### config.mk
export PLATFORM = sky130hd
export DESIGN_NAME = rr_arbiter_burst
export DESIGN_NICKNAME = d
export VERILOG_FILES = /design/src/rtl/rr_arbiter_burst.sv
export SDC_FILE = /design/constraint.sdc
export NUM_CORES = 1
export LEC_CHECK = 0
export BUFFER_PORTS_ARGS = -buffer_cell sky130_fd_sc_hd__buf_2
export CAP_MARGIN = 20
export CORE_MARGIN = 5
export CORE_UTILIZATION = 48
export CTS_CLUSTER_DIAMETER = 50
export DETAILED_ROUTE_END_ITERATION = 6
export PLACE_DENSITY = 0.71
export SETUP_SLACK_MARGIN = 0.4
export SYNTH_ARGS = -nofsm -noshare
export SYNTH_HDL_FRONTEND = slang
export SYNTH_SLANG_ARGS = --single-unit
### constraint.sdc
create_clock -name clk -period 4.2 [get_ports clk]
set_input_delay 0.63 -clock clk [delete_from_list [all_inputs] [get_ports clk]]
set_output_delay 0.63 -clock clk [all_outputs]
set_load 0.005 [all_outputs]
### src/rtl/rr_arbiter_burst.sv
// Round-robin arbiter for N requesters with burst tenure capped at MAX_BURST; optional RR_ARB_LOCK_EN adds a tenure lock.
// Request-to-grant is one cycle when idle; no backpressure: a requester holds req until served and drops it to release.
module rr_arbiter_burst #(
    parameter int N         = 4,
    parameter int MAX_BURST = 4,
    parameter int IDXW      = $clog2(N)
) (
    input  logic            clk,
    input  logic            rst,
    input  logic [N-1:0]    req,
`ifdef RR_ARB_LOCK_EN
    input  logic            lock,
`endif
    output logic [N-1:0]    grant,
    output logic            grant_valid,
    output logic [IDXW-1:0] grant_idx,
    output logic            burst_last
);
    localparam int              CNTW     = $clog2(MAX_BURST + 1);
    localparam logic [CNTW-1:0] CNT_LAST = CNTW'(MAX_BURST - 1);
    localparam logic [IDXW-1:0] IDX_LAST = IDXW'(N - 1);

    typedef enum logic {S_IDLE, S_GRANT} state_t;

    state_t          r_state, w_state_nxt;
    logic [IDXW-1:0] r_owner, w_owner_nxt;
    logic [IDXW-1:0] r_ptr, w_ptr_nxt;
    logic [CNTW-1:0] r_cnt, w_cnt_nxt;
    logic [IDXW-1:0] w_start, w_win;
    logic            w_busy, w_found, w_cnt_lt, w_hold;

    // Wrap explicitly at N so non-power-of-two sizes never select a phantom index.
    function automatic logic [IDXW-1:0] inc_mod(input logic [IDXW-1:0] v);
        return (v == IDX_LAST) ? '0 : v + IDXW'(1);
    endfunction

    assign w_busy   = (r_state == S_GRANT);
    assign w_start  = w_busy ? inc_mod(r_owner) : r_ptr;
    assign w_cnt_lt = (r_cnt < CNT_LAST);

`ifdef RR_ARB_LOCK_EN
    assign w_hold = req[r_owner] && (w_cnt_lt || lock);
`else
    assign w_hold = req[r_owner] && w_cnt_lt;
`endif

    // Search start..start+N-1; when busy the owner sits at the end so it is checked last.
    always_comb begin
        logic [IDXW:0] w_sum;
        w_sum   = '0;
        w_found = 1'b0;
        w_win   = '0;
        for (int i = 0; i < N; i++) begin
            w_sum = {1'b0, w_start} + (IDXW+1)'(i);
            if (w_sum >= (IDXW+1)'(N)) begin
                w_sum = w_sum - (IDXW+1)'(N);
            end
            if (!w_found && req[w_sum[IDXW-1:0]]) begin
                w_found = 1'b1;
                w_win   = w_sum[IDXW-1:0];
            end
        end
    end

    always_comb begin
        w_state_nxt = r_state;
        w_owner_nxt = r_owner;
        w_cnt_nxt   = r_cnt;
        w_ptr_nxt   = r_ptr;
        case (r_state)
            S_IDLE: begin
                if (w_found) begin
                    w_state_nxt = S_GRANT;
                    w_owner_nxt = w_win;
                    w_cnt_nxt   = '0;
                    w_ptr_nxt   = inc_mod(w_win);
                end
            end
            S_GRANT: begin
                if (w_hold) begin
                    w_cnt_nxt = w_cnt_lt ? r_cnt + CNTW'(1) : r_cnt;
                end else if (w_found) begin
                    w_owner_nxt = w_win;
                    w_cnt_nxt   = '0;
                    w_ptr_nxt   = inc_mod(w_win);
                end else begin
                    w_state_nxt = S_IDLE;
                    w_cnt_nxt   = '0;
                end
            end
            default: begin
                w_state_nxt = S_IDLE;
                w_cnt_nxt   = '0;
            end
        endcase
    end

    always_ff @(posedge clk or posedge rst) begin
        if (rst) begin
            r_state <= S_IDLE;
            r_owner <= '0;
            r_cnt   <= '0;
            r_ptr   <= '0;
        end else begin
            r_state <= w_state_nxt;
            r_owner <= w_owner_nxt;
            r_cnt   <= w_cnt_nxt;
            r_ptr   <= w_ptr_nxt;
        end
    end

    always_comb begin
        grant = '0;
        if (w_busy) begin
            grant[r_owner] = 1'b1;
        end
    end

    assign grant_valid = w_busy;
    assign grant_idx   = w_busy ? r_owner : '0;
    assign burst_last  = w_busy && (r_cnt == CNT_LAST);

endmodule

# Yosys cells after proc, flatten, opt, wreduce, memory -nomap -nowiden

Cells that the tools add are included.

Reduce and logical (&&, ||, !) cells: 10
Add/sub/neg operators: 10
Equality and inequality tests: 6
Bitwise operators: 1
Magnitude comparators: 11
Multiplexer cells: 42

Operators with widths:

| cell                                                                                | count |
|---|---|
| 2-bit 2-to-1 mux                                                                    | 16 |
| 2-bit by 3-bit less-than comparator with 1-bit output, second input constant        | 5 |
| 1-bit 2-to-1 mux                                                                    | 12 |
| 1-bit binary-select mux with 2-bit select                                           | 5 |
| 3-bit greater-or-equal comparator, second input constant                            | 3 |
| 3-bit 2-to-1 mux                                                                    | 3 |
| 2-bit case mux with 2 select lines                                                  | 2 |
| 2-bit by 1-bit subtractor with 2-bit output, second input constant                  | 4 |
| 2-bit by 2-bit adder with 3-bit output, second input constant                       | 2 |
| 1-bit logical AND                                                                   | 6 |
| 3-bit case mux with 2 select lines                                                  | 1 |
| 2-bit by 1-bit adder with 2-bit output, second input constant                       | 2 |
| 2-bit equality test, second input constant                                          | 2 |
| 4-bit 2-to-1 mux                                                                    | 1 |
| 2-bit inequality test, second input constant                                        | 2 |
| 2-bit by 1-bit adder with 3-bit output, second input constant                       | 1 |
| 3-bit by 1-bit adder with 3-bit output, second input constant                       | 1 |
| 3-bit by 2-bit equality test with 1-bit output, second input constant               | 1 |
| 2-bit by 3-bit greater-or-equal comparator with 1-bit output, second input constant | 1 |
| 1-bit zero test                                                                     | 3 |
| 3-bit by 2-bit less-than comparator with 1-bit output, second input constant        | 1 |
| 3-bit inequality test, second input constant                                        | 1 |
| 1-bit demux with 2-bit select                                                       | 1 |
| 2-bit by 1-bit greater-or-equal comparator with 1-bit output, second input constant | 1 |
| 3 further kinds                                                                     | 3 |

Register bits after elaboration: 8
Logic and storage cells: 84
Input bits: 6

# Longest topological paths before layout

Depth in word-level cells: 22
Gate-level depth with buffers: 6

# Worst setup path before layout

Ideal clock, no wire load.

Kind: input to register
Start: input port req[3]
End: register r_owner[1]
Data arrival time: 1912 ps
Stages on the path: 5
Slack: 2185 ps
Data required time: 4096 ps
Path buffers: 1
Path through: mux4_2 -> and4_4 -> buf_6 -> or2_4 -> o41ai_2

Word-level cells in the longest chain between the ends: 15
Elaborated cells on any way between the ends: 29
Those cells by class: eq/ne (1); mux (21); reduce/logical (7)

RTL lines:

| element                                              | RTL line | text |
|---|---|---|
| start, declared                                      | 10       | `input logic [N-1:0] req,` |
| 1-bit binary-select mux with 2-bit select            | 58       | `if (!w_found && req[w_sum[IDXW-1:0]]) begin` |
| 1-bit 2-to-1 mux (implied by the code)               | 58       |  |
| 1-bit 2-to-1 mux                                     | 58       |  |
| 1-bit zero test                                      | 58       |  |
| 1-bit logical AND                                    | 58       |  |
| 1-bit 2-to-1 mux                                     | 58       |  |
| 1-bit zero test                                      | 58       |  |
| 1-bit logical AND                                    | 58       |  |
| 1-bit 2-to-1 mux                                     | 58       |  |
| 1-bit zero test                                      | 58       |  |
| 1-bit logical AND                                    | 58       |  |
| 2-bit 2-to-1 mux or 1-bit 2-to-1 mux (tied branches) | 58       |  |
| 2-bit 2-to-1 mux                                     | 72, 82   |  |
| 2-bit 2-to-1 mux                                     | 80       | `if (w_hold) begin` |
| 2-bit case mux with 2 select lines                   | 70       | `case (r_state)` |
| end signal, assigned                                 | 106      | `r_owner <= w_owner_nxt;` |
| end, declared                                        | 26       | `logic [IDXW-1:0] r_owner, w_owner_nxt;` |

Several ways; a longest one is shown, not always the timed one. The select of a mux whose other input is x is not followed.
A chain may end at the register's enable or synchronous reset.

# Final worst setup path

Start: register r_owner[0]
End: register r_ptr[0]

Word-level cells in the longest chain between the ends: 22
Elaborated cells on any way between the ends: 51
Those cells by class: add/sub (9); order compare (4); eq/ne (3); mux (28); reduce/logical (7)

RTL lines:

| element                                                                                         | RTL line | text |
|---|---|---|
| parallel branches: the longest is 22 deep, another holds 2-bit by 1-bit adder with 3-bit output | n/a      |  |
| end signal, assigned                                                                            | 108      | `r_ptr <= w_ptr_nxt;` |
| end, declared                                                                                   | 27       | `logic [IDXW-1:0] r_ptr, w_ptr_nxt;` |

Parallel ways; which one is timed is not known. The select of a mux whose other input is x is not followed.

==> flow_metrics.env <==
export IMPL_intPower_w=0.000298
export IMPL_antenna_found_initial=0
export IMPL_dp_hpwl_microns=1090
export IMPL_p_leak_nw=0.372
export IMPL_fin_tns_setup_ps=0
export IMPL_gp_congestion=0.826
export IMPL_antenna_cells=0
export IMPL_setup_violations=0
export IMPL_io_pins=14
export IMPL_cts_tree="built"
export IMPL_routed_wl_microns=1370
export IMPL_start_util_pct=51.6
export IMPL_worstMarginPinSlew_ps=821
export IMPL_cts_root_buf="clkbuf_4"
export IMPL_cp_end_kind="flip-flop"
export IMPL_seq_area_frac_synth_pct=29.1
export IMPL_total_power_w=0.000499
export IMPL_cp_max_fo=9
export IMPL_drv_slew=0
export IMPL_fin_crit_sh_pct=49.4
export IMPL_power_density_nw_per_um2=640
export IMPL_syn_nets=85
export IMPL_maxSlewHeadroom_pct=44.8
export IMPL_clock_fmax_mhz=482
export IMPL_clk_pin_slew_ps=50
export IMPL_syn_inst=73
export IMPL_drt_pass1_iter_count=4
export IMPL_grt_pass1_vias=525
export IMPL_synth_cell_type_count=37
export IMPL_htreeDepth=1
export IMPL_cts_buffers=3
export IMPL_io_buffers=13
export IMPL_arrival_ps=2210
export IMPL_area_growth_pct=13.3
export IMPL_stdcell_area_sq_um=779
export IMPL_vdd_ir_drop_max_mv=0.334
export IMPL_p_sw_share_pct=40.3
export IMPL_grt_total_usage_pct=14.4
export IMPL_rows=13
export IMPL_die_w_microns=47.9
export IMPL_yosysTopAreaCell="dfrtp_1"
export IMPL_placed_area_sq_um=757
export IMPL_ys_top_cells_by_area="dfrtp_1, ha_1, and2_1"
export IMPL_yosysWarnings=0
export IMPL_core_area_sq_um=1330
export IMPL_postSynthAreaPerCell_sq_um=9.43
export IMPL_outcome="completed"
export IMPL_cap_viol_max_count=0
export IMPL_p_seq_share_pct=29.9
export IMPL_worstSkewPairLatency_ps=250
export IMPL_fin_skew_ps=6.06
export IMPL_clk_path_buf_depth=2
export IMPL_numClockSinks=8
export IMPL_drive_above_1_share_pct=28.7
export IMPL_drc=0
export IMPL_p_switching_w=0.000201
export IMPL_nNetsFinal=101
export IMPL_min_period_ps=2070
export IMPL_post_cts_buffers=0
export IMPL_grt_pass1_wl_microns=2240
export IMPL_drt_iter0_markers=5
export IMPL_dieArea_sq_um=2290
export IMPL_reg2reg_to="r_ptr[0]"
export IMPL_crit_type="reg -> reg"
export IMPL_worst_r2r_path_depth=5
export IMPL_rsz0062_at_grt="false"
export IMPL_wire_per_inst_microns=13.5
export IMPL_cp_start_kind="flip-flop"
export IMPL_grt_max_degree=16
export IMPL_synth_area_sq_um=688
export IMPL_fill_cells=120
export IMPL_cp_required_ps=4340
export IMPL_clockPowerShare_pct=11.3
export IMPL_timing_rr_start="r_owner[0]"
export IMPL_cts_resized=0
export IMPL_layout_common_cells="buf_2, dfrtp_1, and2_1"
export IMPL_rrSetupSlack_ps=2130
export IMPL_ys_seq_elements=8
export IMPL_cts_hold_buffers_added=0
export IMPL_finalHoldViolCount=0
export IMPL_grt_overflow_total=0
export IMPL_holdCritPathClass="in -> async"
export IMPL_die_h_microns=47.9
export IMPL_comb_power_share_pct=58.8
export IMPL_vias_per_cell=5.95
export IMPL_antenna_left=0
export IMPL_endpoint="r_ptr[0]"
export IMPL_synth_top_area_share_pct=29.1
export IMPL_vias=607
export IMPL_critPathLaunch="r_owner[0]"
export IMPL_layout_commonest_cell="buf_2"
## through the flow
step	cells	setup slack, ps	util, %	hold slack, ps
after CTS	102	2130	58.4	315
after detailed placement	99	2030	56.8	504
final	102	2130	58.4	307
after global placement	99	2060	56.8	497
after global routing	102	2040	58.4	322
after floorplan	73	2180	-	446
## critical path, cell delays in order (launching register included)
cell,delay [ps]
dfrtp_1,510
inv_1,110
ha_1,340
mux2i_1,430
o221ai_1,250
o31a_1,310
## flip-flops by register name (all words and copies together) (netlist names)
| register | cells |
|---|---|
| r_cnt | 3 |
| r_ptr | 2 |
| r_owner | 2 |
| grant_valid | 1 |
## cell usage after synthesis
cell       n
and2_1     7
o41ai_2    1
o21ai_0    5
a21oi_1    2
nor4_1     1
a211oi_1   1
o31ai_1    2
clkbuf_1   1
or2_4      1
ha_1       6
a21o_1     1
o31a_1     1
mux2_2     1
nand2b_1   1
and2b_2    1
dfrtp_1    8
and2_2     1
o21a_1     1
buf_6      1
or2_2      2
mux4_2     1
inv_1      6
o221ai_1   1
nor2_1     4
o2bb2ai_1  1
a32o_1     1
nor3_1     2
nand3b_1   1
mux2i_1    1
nand4bb_1  1
a221oi_1   1
and4_4     1
nand2_1    1
nor3b_1    1
o21bai_1   1
a22o_1     2
nor2b_1    2
## final cells by class
type,count,area (sq um),share of cell area [%]
tap,15,18.8,2.41
clock buffer,3,22.5,2.89
timing repair buffer,13,65.1,8.35
multi-input combinational,57,450,57.8
inverter,6,22.5,2.89
sequential,8,200,25.7
## how the worst min path moves through the flow
| stage | to | slack [ps] | cells after the start |
|---|---|---|---|
| CTS | r_cnt[1] | 320 | 2 |
| floorplan | grant_valid | 450 | 1 |
| global placement | r_cnt[2] | 500 | 1 |
| detailed placement | r_cnt[2] | 500 | 1 |
| finish | r_cnt[1] | 310 | 2 |
| global route | grant_valid | 320 | 2 |
## routing by layer
| layer | part of all wire, % | vias up | track usage, % |
|---|---|---|---|
| li1 | - | 295 | - |
| met4 | 0 | 0 | 3.23 |
| met3 | 7.2 | 0 | 6.77 |
| met1 | 45 | 297 | 17.1 |
| met5 | 0 | - | 0 |
| met2 | 47 | 15 | 23.5 |
## cells by family (layout without fill, tap and decap cells)
kind of cell               Yosys count  count (layout)  share of synthesized area [%]
buffers and inverters                8              22                           5.45
muxes                                3               3                           6.36
adders and majority gates            6               6                           10.9
and+or+nand+nor                     27              27                           25.1
DFF                                  8               8                           29.1
AOI/OAI and AO/OA                   21              21                           23.1
## power groups by stage
stage	clock, W	combinational [W]	sequential (W)
after floorplan	0	0.000239	0.000136
after global placement	0	0.000287	0.000149
final	0.0000565	0.000293	0.000149
after global routing	0.0000649	0.000324	0.000154
after CTS	0.0000589	0.000297	0.000148
after detailed placement	0	0.000296	0.000149
Power figures use the tool's default switching activity.
